==> src/rtl/alu_pkg.sv <==
// Shared constants for the ALU_8bits datapath: divider FSM encodings and result defaults.
package alu_pkg;

  localparam int unsigned WIDTH_DEF = 8;

  localparam logic [1:0] StIdle = 2'd0;
  localparam logic [1:0] StCalc = 2'd1;
  localparam logic [1:0] StDone = 2'd2;
  localparam logic [1:0] StFix  = 2'd3;

  localparam logic [7:0] DIV_ZERO_Q = 8'hFF;

endpackage

==> src/rtl/div_8bits_seq_if.sv <==
// Start/done handshake and operand/result bundle between the ALU controller and the divider.
interface div_8bits_seq_if
  import alu_pkg::*;
#(
  parameter int unsigned WIDTH = WIDTH_DEF
);

  logic             start;
  logic [WIDTH-1:0] a;
  logic [WIDTH-1:0] b;
  logic             busy;
  logic             done;
  logic [WIDTH-1:0] q;
  logic [WIDTH-1:0] r;
  logic             div_zero;

  modport master (output start, a, b, input busy, done, q, r, div_zero);
  modport slave  (input start, a, b, output busy, done, q, r, div_zero);

endinterface

==> src/rtl/div_8bits_seq_div_step.sv <==
// One combinational restoring-division iteration: shift in a dividend bit, trial-subtract.
module div_step
  import alu_pkg::*;
#(
  parameter int unsigned WIDTH = WIDTH_DEF
) (
  input  logic [WIDTH:0]   p,
  input  logic             dbit,
  input  logic [WIDTH-1:0] b,
  output logic [WIDTH:0]   p_next,
  output logic             qbit
);

  logic [WIDTH:0] t;
  // The partial remainder stays below b, so its top bit never carries information.
  logic           unused_p_msb;

  assign unused_p_msb = p[WIDTH];
  assign t            = {p[WIDTH-1:0], dbit};

  always_comb begin
    if (t >= {1'b0, b}) begin
      p_next = t - {1'b0, b};
      qbit   = 1'b1;
    end else begin
      p_next = t;
      qbit   = 1'b0;
    end
  end

endmodule

==> src/rtl/div_8bits_seq.sv <==
// Sequential restoring divider, one quotient bit per clock, start/done handshake.
// Define DIV_SIGNED_EN for two's-complement operands (adds a sign-fix state, +1 cycle latency).
module div_8bits_seq
  import alu_pkg::*;
#(
  parameter int unsigned WIDTH = WIDTH_DEF,
  parameter int unsigned CNT_W = 3
) (
  input logic            clk,
  input logic            rst,
  div_8bits_seq_if.slave bus
);

  logic [1:0]       state_q, state_d;
  logic [CNT_W-1:0] cnt_q, cnt_d;
  logic [WIDTH:0]   p_q, p_d;
  logic [WIDTH-1:0] dvd_q, dvd_d;
  logic [WIDTH-1:0] dvs_q, dvs_d;
  logic [WIDTH-1:0] quo_q, quo_d;
  logic [WIDTH-1:0] q_q, q_d;
  logic [WIDTH-1:0] r_q, r_d;
  logic             done_q, done_d;
  logic             dz_q, dz_d;
`ifdef DIV_SIGNED_EN
  logic             neg_q, neg_d;
  logic             rneg_q, rneg_d;
`endif

  logic [WIDTH:0] step_p;
  logic           step_qbit;

  div_step #(
    .WIDTH (WIDTH)
  ) u_step (
    .p      (p_q),
    .dbit   (dvd_q[cnt_q]),
    .b      (dvs_q),
    .p_next (step_p),
    .qbit   (step_qbit)
  );

  always_comb begin
    state_d = state_q;
    cnt_d   = cnt_q;
    p_d     = p_q;
    dvd_d   = dvd_q;
    dvs_d   = dvs_q;
    quo_d   = quo_q;
    q_d     = q_q;
    r_d     = r_q;
    dz_d    = dz_q;
    done_d  = 1'b0;
`ifdef DIV_SIGNED_EN
    neg_d   = neg_q;
    rneg_d  = rneg_q;
`endif
    case (state_q)
      StIdle, StDone: begin
        state_d = StIdle;
        if (bus.start) begin
          dz_d = 1'b0;
          if (bus.b == '0) begin
            q_d     = WIDTH'(DIV_ZERO_Q);
            r_d     = bus.a;
            dz_d    = 1'b1;
            done_d  = 1'b1;
            state_d = StDone;
          end else begin
`ifdef DIV_SIGNED_EN
            // Divide magnitudes; the signs are reapplied in StFix.
            dvd_d  = bus.a[WIDTH-1] ? (~bus.a + 1'b1) : bus.a;
            dvs_d  = bus.b[WIDTH-1] ? (~bus.b + 1'b1) : bus.b;
            neg_d  = bus.a[WIDTH-1] ^ bus.b[WIDTH-1];
            rneg_d = bus.a[WIDTH-1];
`else
            dvd_d  = bus.a;
            dvs_d  = bus.b;
`endif
            p_d     = '0;
            cnt_d   = CNT_W'(WIDTH - 1);
            state_d = StCalc;
          end
        end
      end
      StCalc: begin
        p_d   = step_p;
        quo_d = {quo_q[WIDTH-2:0], step_qbit};
        cnt_d = cnt_q - 1'b1;
        if (cnt_q == '0) begin
`ifdef DIV_SIGNED_EN
          state_d = StFix;
`else
          q_d     = quo_d;
          r_d     = step_p[WIDTH-1:0];
          done_d  = 1'b1;
          state_d = StDone;
`endif
        end
      end
`ifdef DIV_SIGNED_EN
      StFix: begin
        q_d     = neg_q ? (~quo_q + 1'b1) : quo_q;
        r_d     = rneg_q ? (~p_q[WIDTH-1:0] + 1'b1) : p_q[WIDTH-1:0];
        done_d  = 1'b1;
        state_d = StDone;
      end
`endif
      default: state_d = StIdle;
    endcase
  end

  always_ff @(posedge clk) begin
    if (rst) begin
      state_q <= StIdle;
      cnt_q   <= '0;
      p_q     <= '0;
      dvd_q   <= '0;
      dvs_q   <= '0;
      quo_q   <= '0;
      q_q     <= '0;
      r_q     <= '0;
      done_q  <= 1'b0;
      dz_q    <= 1'b0;
`ifdef DIV_SIGNED_EN
      neg_q   <= 1'b0;
      rneg_q  <= 1'b0;
`endif
    end else begin
      state_q <= state_d;
      cnt_q   <= cnt_d;
      p_q     <= p_d;
      dvd_q   <= dvd_d;
      dvs_q   <= dvs_d;
      quo_q   <= quo_d;
      q_q     <= q_d;
      r_q     <= r_d;
      done_q  <= done_d;
      dz_q    <= dz_d;
`ifdef DIV_SIGNED_EN
      neg_q   <= neg_d;
      rneg_q  <= rneg_d;
`endif
    end
  end

  assign bus.busy     = (state_q == StCalc) || (state_q == StFix);
  assign bus.done     = done_q;
  assign bus.q        = q_q;
  assign bus.r        = r_q;
  assign bus.div_zero = dz_q;

endmodule

==> src/flat_wrapper.sv <==
// flat-port wrapper written by rule: the top's interface ports become plain ports
module div_8bits_seq_flat import alu_pkg::*;
#(
  parameter int unsigned WIDTH = WIDTH_DEF,
  parameter int unsigned CNT_W = 3
)
  (clk, rst, bus_start, bus_a, bus_b, bus_busy, bus_done, bus_q, bus_r, bus_div_zero);
  div_8bits_seq_if #(.WIDTH(WIDTH)) bus_i ();
  input logic clk;
  input logic rst;
  input wire logic [$bits(bus_i.start)-1:0] bus_start;
  input wire logic [$bits(bus_i.a)-1:0] bus_a;
  input wire logic [$bits(bus_i.b)-1:0] bus_b;
  output wire logic [$bits(bus_i.busy)-1:0] bus_busy;
  output wire logic [$bits(bus_i.done)-1:0] bus_done;
  output wire logic [$bits(bus_i.q)-1:0] bus_q;
  output wire logic [$bits(bus_i.r)-1:0] bus_r;
  output wire logic [$bits(bus_i.div_zero)-1:0] bus_div_zero;
  assign bus_i.start = bus_start;
  assign bus_i.a = bus_a;
  assign bus_i.b = bus_b;
  assign bus_busy = bus_i.busy;
  assign bus_done = bus_i.done;
  assign bus_q = bus_i.q;
  assign bus_r = bus_i.r;
  assign bus_div_zero = bus_i.div_zero;
  div_8bits_seq #(.WIDTH(WIDTH), .CNT_W(CNT_W)) u_core (.clk(clk), .rst(rst), .bus(bus_i));
endmodule
==> config.mk <==
export PLATFORM = sky130hd
export DESIGN_NAME = div_8bits_seq_flat
export DESIGN_NICKNAME = d
export VERILOG_FILES = /design/src/rtl/alu_pkg.sv /design/src/rtl/div_8bits_seq_if.sv /design/src/rtl/div_8bits_seq_div_step.sv /design/src/rtl/div_8bits_seq.sv /design/src/flat_wrapper.sv
export SDC_FILE = /design/constraint.sdc
export NUM_CORES = 1
export LEC_CHECK = 0
export BUFFER_PORTS_ARGS = -buffer_cell sky130_fd_sc_hd__buf_2
export CAP_MARGIN = 20
export CORE_UTILIZATION = 40
export DETAILED_ROUTE_END_ITERATION = 10
export PLACE_DENSITY = 0.67
export SLEW_MARGIN = 40
export SYNTH_ARGS = -nofsm -noshare
export SYNTH_HDL_FRONTEND = slang
export SYNTH_SLANG_ARGS = --single-unit
==> constraint.sdc <==
create_clock -name clk -period 6.1 [get_ports clk]
set_clock_uncertainty 0.15 [all_clocks]
set_input_delay 1.22 -clock clk [delete_from_list [all_inputs] [get_ports clk]]
set_output_delay 1.22 -clock clk [all_outputs]
set_load 0.03 [all_outputs]
After elaboration in Yosys (flattened, before gate mapping)
Cells that the tools add are included.

Add/sub/neg operators: 2. Multipliers: 0. Div/mod/pow operators: 0. $lt $le $gt $ge: 2. Equal/unequal tests: 7. Shift operators: 0. Mux-type cells: 26. Bitwise operators: 1. Reductions and logical operators: 10.

Operators by type and width (number): 2-to-1 mux 8 bit (9); one-hot mux 8 bit (2 select lines) (3); >= comparator 9 x 8 -> 1 bit (1); zero test 8 bit (1); subtractor 8 bit (1); 2-to-1 mux 2 bit (3); 2-to-1 mux 3 bit (2); one-hot mux 3 bit (2 select lines) (1); AND reduction 3 bit (2); 2-to-1 mux 1 bit (5); equality test 2 bit (second input constant) (2); less-than comparator 3 x 4 -> 1 bit (second input constant) (1); inequality test 2 x 1 -> 1 bit (second input constant) (2); inequality test 2 bit (second input constant) (2); one-hot mux 2 bit (2 select lines) (1); AND reduction 4 bit (1); binary-select mux 1 bit (select 3 bit) (1); zero test 3 bit (1); subtractor 3 x 1 -> 3 bit (second input constant) (1); equality test 2 x 1 -> 1 bit (second input constant) (1); zero test 2 bit (1); one-hot mux 1 bit (2 select lines) (1); AND reduction 2 bit (1); nonzero test 2 bit (1); other kinds (3) (3).

Register bits after elaboration: 54. Bits in latches: 0. Bits in writable memories: 0. Memory bits (read-only): 0. Output and inout port bits: 19. Word-level logic and storage cells: 58. Memories kept: 0.

Longest topological paths before layout
Gate-level depths: netlist of run 1.

Depth after elaboration: 6. Gate-level depth with buffers: 10.

Hierarchy
From an unflattened synthesis of run 1, not the netlist that was laid out.

Cells, all modules: 295. Area total of the unflattened synthesis: 2761.4 um^2.

Modules (own cells, without submodules): div_8bits_seq (instances 1, cells each 219, area an instance 2214.6 um^2, seq. area each 1101.1 um^2); div_step (instances 1, cells each 76, area an instance 546.8 um^2, seq. area each 0.0 um^2).

Worst setup path before layout of run 1
OpenSTA, ideal clock, no wires.

Kind: register -> register. From: reg u_core.cnt_q[2]. To: reg u_core.p_q[0]. Library setup time: 88 ps. Arrival time: 2637 ps. Required time: 5862 ps. Setup slack: 3225 ps. Stages on the path, launching flop included: 11. Path buffers: 1. Cell sequence: dfxtp_1 -> mux4_2 -> mux2i_1 -> ha_1 -> nor2b_1 -> o21ai_1 -> a211oi_2 -> and2_1 -> buf_6 -> mux2_4 -> o32ai_2.

Word-level cells in the longest chain between the ends: 5. Elaborated cells on any way between the ends: 6. Classes of those cells: add/sub: 1; order compare: 1; mux: 4.

Ends and longest elaborated chain: from (decl) (RTL line div_8bits_seq.sv:15) `logic [CNT_W-1:0] cnt_q, cnt_d;`; from (signal assigned) (RTL line div_8bits_seq.sv:130) `cnt_q <= cnt_d;`; binary-select mux 1 bit (select 3 bit) (*) (RTL line div_8bits_seq.sv:36) `.dbit (dvd_q[cnt_q]),`; 2-to-1 mux 1 bit (not written as such) (*) (RTL line div_8bits_seq.sv:36); subtractor 8 bit / >= comparator 9 x 8 -> 1 bit (equally long branches) (RTL line div_8bits_seq_div_step.sv:23, div_8bits_seq_div_step.sv:22); 2-to-1 mux 8 bit (*) (RTL line div_8bits_seq_div_step.sv:22) `if (t >= {1'b0, b}) begin`; one-hot mux 8 bit (2 select lines) (*) (RTL line div_8bits_seq.sv:57) `case (state_q)`; to (signal assigned) (RTL line div_8bits_seq.sv:131) `p_q <= p_d;`; to (decl) (RTL line div_8bits_seq.sv:16) `logic [WIDTH:0] p_q, p_d;`.

Mark *: on every way between the ends. The rest lies on a longest branch, timed or not. The select of a mux whose other input is x is not followed. A chain may end at the register's enable or synchronous reset.

Worst setup path after layout of run 1
Same ends and word-level chain as after synthesis.

==> metrics.csv, run 1 <==
stage;metric;value;unit
sta;slew_headroom;43.52;%
drt;drtIter0Drc;192;
clock_network;cts_max_path_buffers;2;
worst_setup_path;path_buf_inv;0;
worst_setup_path;crit_type;flip-flop to flip-flop;
clock_network;cts.clk_slew.worst_paths;0.10;ns
yosys;synth_edf_count;0;
sta;min_period;3.276;ns
placed_design;dpl.hpwl;4315;um
global_route;grt_pass1_wl;10250;um
global_route;grtUsageTotal;18.06;%
yosys;ys_ff_latch;54;
placed_design;numPortBuffers;37;
worst_setup_path;crit_required;6.17;ns
floorplanning;dieArea;0.006858;mm2
floorplanning;die_width;82.82;um
power_and_ir_drop;p_total;0.8504;mW
sta;setup_viol;0;
worst_setup_path;critPathTopFamily;multiplexers;
yosys;synth_nets;347;
clock_network;post_cts_buffers;0;
worst_setup_path;critPathCaptureType;flip-flop;
yosys;synth_area_per_cell;8.267;um2
clock_network;holdBufCountCts;0;
drt;firstDrtPassIters;4;
cells_and_area;final_nets;374;
power_and_ir_drop;p_leak;1.199;nW
yosys;syn_inst;316;
cells_and_area;synthToLayoutAreaGrowth;11.73;%
clock_network;cts_root_buffer;clkbuf_8;
cells_and_area;seqCellArea;0.001081;mm2
global_route;overflow;0;
yosys;yosysTopAreaCell;dfxtp_1;
clock_network;cts_tree;built;
yosys;synth_top_area_share;41.38;%
clock_network;ctsResizeCount;0;
clock_network;clkSinkCount;54;
sta;worst_slew_pin_slew;0.8472;ns
worst_setup_path;cp_max_fo;9;
power_and_ir_drop;peakVddDrop;0.1120;mV
drt;antenna_left;0;
run;cap_violations;0;
sta;hold_violations;0;
worst_setup_path;worstSetupStartpointType;flip-flop;
cells_and_area;multi_input_area;0.001403;mm2
clock_network;clk_latency;0.31;ns
yosys;yosys-top-cells-area;dfxtp_1 (41%), nand2_1 (7.6%), a21oi_1 (6.7%);
global_route;grt_pass1_vias;2083;
yosys;async_reset_ff_share;0;%
floorplanning;dieHeight;82.82;um
yosys;ys.flop_type;dfxtp_1;
yosys;ys_warn_count;0;
floorplanning;start_util;41.38;%
power_and_ir_drop;p_per_area;291.3;mW/mm2
worst_setup_path;path_cells;mux4_2 > mux2i_1 > ha_1 > nor2b_1 > o21ai_1 > a211oi_2 > and2_1 > mux2_4 > o32ai_2;
drt;remaining_drc_errors;0;
drt;wirelength;6027;um
sta;rsz0062_at_grt;false;
yosys;seq_area_frac_synth;41.38;%
sta;clock.fmax;305.3;MHz
cells_and_area;drive_gt1_share;17.73;%
drt;via_per_inst;5.392;
yosys;yosys.cell_types.count;50;
global_route;grt_start_max_net_pins;58;
drt;via_count;2270;
worst_setup_path;arrival;3.34;ns
clock_network;h-tree-depth;2;
sta;finalCritPeriodShare;53.70;%
cells_and_area;final_core_util;46.23;%
floorplanning;ios;38;
floorplanning;rows;29;
cells_and_area;fill_cells;654;
cells_and_area;final_common_cell;dfxtp_1;
worst_setup_path;crit_path_top_delay_cell;mux4_2;
yosys;syn_area;0.002613;mm2
min_path;hp-class;flip-flop to flip-flop;
floorplanning;core;0.006314;mm2
clock_network;cts_buffers;5;
sta;finalMaxSlewViolations;0;
run_status;status;finished, final reports clean;
global_route;grt_antenna_before_repair;0;
drt;wire_per_inst;14.32;um
worst_setup_path;crit_path_max_incr_delay;0.52;ns
sta;fin_tns_setup;0;ns
cells_and_area;final_cell_mix;dfxtp_1 (54), nand2_1 (53), nor2_1 (37), buf_2 (37), a21oi_1 (34);
cells_and_area;n_antenna_cell;0;
placed_design;gp_congestion;0.8200;
==> per-layer routing <==
layer	routed length, um	up-vias	GRT usage, %	part of all wire [%]
met3	248	8	2.783	4.1
met4	83	0	5.172	1.4
met1	2914	1049	25.57	48
met2	2781	53	28.54	46
li1	-	1160	-	-
met5	0	-	0	0
==> Yosys cell counts (3+ instances only) <==
library cell,n
a22oi_1,3
clkbuf_1,11
a22o_1,3
a21o_1,3
a211oi_1,7
and3_1,3
o41ai_1,3
o21ai_0,7
nand2b_1,4
nand3_1,5
nor2b_1,3
inv_1,11
o21ai_1,3
nor2_1,37
buf_2,4
nand2_1,53
nor3_1,12
o21a_1,3
nand3b_1,3
or3_1,3
ha_1,11
dfxtp_1,54
a21oi_1,35
==> path summary, 6_finish.rpt <==
kind / slack (ns) / end / cells past startpoint / start
worst min register to register: 0.31 / u_core.dvd_q[6] / 2 / u_core.dvd_q[6]
worst min-delay path: 0.31 / u_core.dvd_q[6] / 2 / u_core.dvd_q[6]
worst max-delay path: 2.82 / u_core.p_q[0] / 9 / u_core.cnt_q[2]
worst max register to register: 2.82 / u_core.p_q[0] / 9 / u_core.cnt_q[2]
==> cell type report <==
type,instances,share of cell area (%)
multi-input cells,232,48.05
flip-flops and latches,54,37.03
repair buffers,39,6.858
well taps,77,3.300
clock buffers,5,2.357
inverters,11,1.414
clock inverters,3,0.9859
==> per-stage QoR <==
step | instance area (um2) | setup slack [ns] | std cells | hold slack, ns
2_1_floorplan | 2613 | 3.225 | 316 | 0.2831
3_3_place_gp | 2818 | 2.911 | 413 | 0.2957
3_5_place_dp | 2821 | 2.828 | 413 | 0.2974
4_1_cts | 2919 | 2.823 | 421 | 0.3118
5_1_grt | 2919 | 2.581 | 421 | 0.3344
6_report | 2919 | 2.824 | 421 | 0.3107
==> worst min-delay path: cells and delay by family (launching register included) <==
family	cells	cell delay [ns]
DFF	1	0.32
and+or+nand+nor	1	0.05
AOI/OAI and AO/OA	1	0.05
==> registers in the layout, summed over array words and instances (netlist names) <==
name / flops
u_core.bus.q: 8
u_core.bus.r: 8
u_core.dvd_q: 8
u_core.dvs_q: 8
u_core.p_q: 8
u_core.quo_q: 7
u_core.cnt_q: 3
u_core.state_q: 2
u_core.bus.div_zero: 1
u_core.bus.done: 1
==> cells by family after synthesis <==
kind of cell             share of synthesized area, %
buffers and inverters                           5.077
multiplexers                                    2.682
XOR/XNOR                                        1.006
flip-flops                                      41.38
AND/OR/NAND/NOR                                 23.23
AO/OA/AOI/OAI                                   20.59
adder cells (fa/ha/maj)                         6.034
==> report_power, final <==
| part | internal [mW] | switching, mW |
|---|---|---|
| Sequential | 0.377 | 0.0175 |
| Clock | 0.0853 | 0.127 |
| Combinational | 0.0902 | 0.153 |
No activity file was read; power rests on OpenSTA's default activity.
==> run 2, diff against run 1 <==
==> constraint.sdc (replaced) <==
create_clock -name clk -period 3.1 [get_ports clk]
set_clock_uncertainty 0.15 [all_clocks]
set_input_delay 0.62 -clock clk [delete_from_list [all_inputs] [get_ports clk]]
set_output_delay 0.62 -clock clk [all_outputs]
set_load 0.03 [all_outputs]
==> run 2 against run 1 <==
Net effect:
- register-to-register slack got worse by 2.6 ns
- flip-flop and latch count did not move
- global-route usage is 1.6 points higher
- critical path depth rose by 1
- sequential power grew 96%
- cell count is 2.4% higher
- die area unchanged
- combinational power grew 120%
- fmax increased by 14%
- cell area is 3.7% higher
==> metrics.csv, run 2 (synthesized netlist as in run 1, its figures left out) <==
stage;metric;value;unit
clock_network;clkSinkCount;54;
placed_design;place_ws;0.09273;ns
min_path;hp-class;flip-flop to flip-flop;
sta;finalCritPeriodShare;92.53;%
floorplanning;ios;38;
global_route;grt_antenna_before_repair;0;
placed_design;dpl.hpwl;4698;um
sta;min_period;2.868;ns
worst_setup_path;arrival;2.93;ns
cells_and_area;final_nets;384;
worst_setup_path;crit_path_top_delay_cell;mux4_2;
floorplanning;dieArea;0.006858;mm2
drt;firstDrtPassIters;4;
drt;wire_per_inst;14.89;um
worst_setup_path;crit_type;flip-flop to flip-flop;
global_route;grt_start_max_net_pins;25;
global_route;overflow;0;
sta;rsz0062_at_grt;false;
worst_setup_path;path_cells;mux4_2 > mux2i_2 > ha_1 > nor2b_1 > o21ai_1 > a211oi_2 > buf_4 > and3_1 > a211oi_1 > o41ai_1;
power_and_ir_drop;peakVddDrop;0.3657;mV
drt;remaining_drc_errors;0;
floorplanning;core;0.006314;mm2
clock_network;cts_root_buffer;clkbuf_8;
cells_and_area;fill_cells;632;
cells_and_area;drive_gt1_share;20.90;%
run;cap_violations;0;
worst_setup_path;worstSetupStartpointType;flip-flop;
cells_and_area;final_common_cell;dfxtp_1;
sta;setup_ws;0.2317;ns
clock_network;h-tree-depth;2;
worst_setup_path;path_buf_inv;1;
power_and_ir_drop;p_leak;1.256;nW
global_route;grt_pass1_vias;2244;
cells_and_area;synthToLayoutAreaGrowth;15.85;%
clock_network;cts_max_path_buffers;2;
sta;worst_slew_pin_slew;0.6018;ns
worst_setup_path;critPathTopFamily;multiplexers;
sta;setup_viol;0;
drt;via_count;2334;
run_status;status;finished, final reports clean;
cells_and_area;final_cell_mix;dfxtp_1 (53), nand2_1 (52), nor2_1 (37), buf_2 (37), a21oi_1 (35);
cells_and_area;n_antenna_cell;0;
clock_network;cts_buffers;5;
sta;finalMaxSlewViolations;0;
global_route;grtUsageTotal;19.62;%
floorplanning;die_width;82.82;um
clock_network;cts.clk_slew.worst_paths;0.10;ns
clock_network;post_cts_buffers;0;
drt;antenna_left;0;
sta;hold_violations;0;
worst_setup_path;crit_required;3.16;ns
placed_design;gp_congestion;0.9170;
placed_design;numPortBuffers;37;
clock_network;holdBufCountCts;0;
power_and_ir_drop;p_per_area;595.8;mW/mm2
sta;slew_headroom;59.57;%
worst_setup_path;cp_max_fo;5;
floorplanning;start_util;41.38;%
sta;clock.fmax;348.6;MHz
global_route;grt_pass1_wl;10890;um
placed_design;placed_cell_area;0.002893;mm2
worst_setup_path;crit_path_max_incr_delay;0.52;ns
clock_network;clk_latency;0.31;ns
drt;wirelength;6417;um
drt;via_per_inst;5.415;
clock_network;cts_tree;built;
drt;drtIter0Drc;199;
worst_setup_path;critPathCaptureType;flip-flop;
cells_and_area;final_area;0.003027;mm2
sta;fin_tns_setup;0;ns
floorplanning;rows;29;
floorplanning;dieHeight;82.82;um
-- run 2: layout make-up --
| type | instances | area (um2) | share of cell area [%] |
|---|---|---|---|
| well taps | 77 | 96.34 | 3.183 |
| clock buffers | 6 | 82.58 | 2.728 |
| inverters | 11 | 41.29 | 1.364 |
| flip-flops and latches | 54 | 1082 | 35.76 |
| repair buffers | 49 | 275.3 | 9.095 |
| clock inverters | 2 | 38.79 | 1.282 |
| multi-input cells | 232 | 1410 | 46.59 |
-- run 2: worst min-delay path: stages, from the launching register on --
cell and delay [ns]:
dfxtp_1 0.32, nand2_1 0.05, a21oi_1 0.05
-- run 2: final timing paths --
path / depth (start not counted) / start / to / slack (ns)
worst min register to register: 2 / u_core.bus.div_zero / u_core.bus.div_zero / 0.30
worst min-delay path: 2 / u_core.bus.div_zero / u_core.bus.div_zero / 0.30
worst max register to register: 10 / u_core.cnt_q[0] / u_core.bus.r[3] / 0.23
worst max-delay path: 10 / u_core.cnt_q[0] / u_core.bus.r[3] / 0.23
-- run 2: stage by stage --
| step | cells | hold slack (ns) | util [%] | power [mW] |
|---|---|---|---|---|
| after CTS | 431 | 0.3085 | 47.74 | 1.804 |
| after floorplan | 316 | 0.2831 | - | 1.165 |
| after global routing | 431 | 0.3301 | 47.94 | 1.900 |
| after detailed placement | 423 | 0.2943 | 45.82 | 1.297 |
| after global placement | 423 | 0.2954 | 45.82 | 1.288 |
| final | 431 | 0.3041 | 47.94 | 1.803 |
-- run 2: repair_timing --
item / 4_1_cts / 5_1_grt
endpoints found under the hold margin: 0 / 0
gates resized for setup: 0 / 5
endpoints found under the setup margin: 0 / 12
-- run 2: routing by layer --
layer | part of all wire, % | global-route usage [%] | up-vias
met2 | 47 | 31.82 | 51
li1 | - | - | 1177
met5 | 0 | 0 | -
met3 | 4.0 | 3.280 | 13
met4 | 1.9 | 6.740 | 0
met1 | 47 | 26.48 | 1093
-- run 2: report_power, final --
part | switching [mW] | total [mW] | internal (mW)
clock | 0.239 | 0.505 | 0.266
combinational | 0.314 | 0.523 | 0.209
sequential | 0.0335 | 0.776 | 0.742
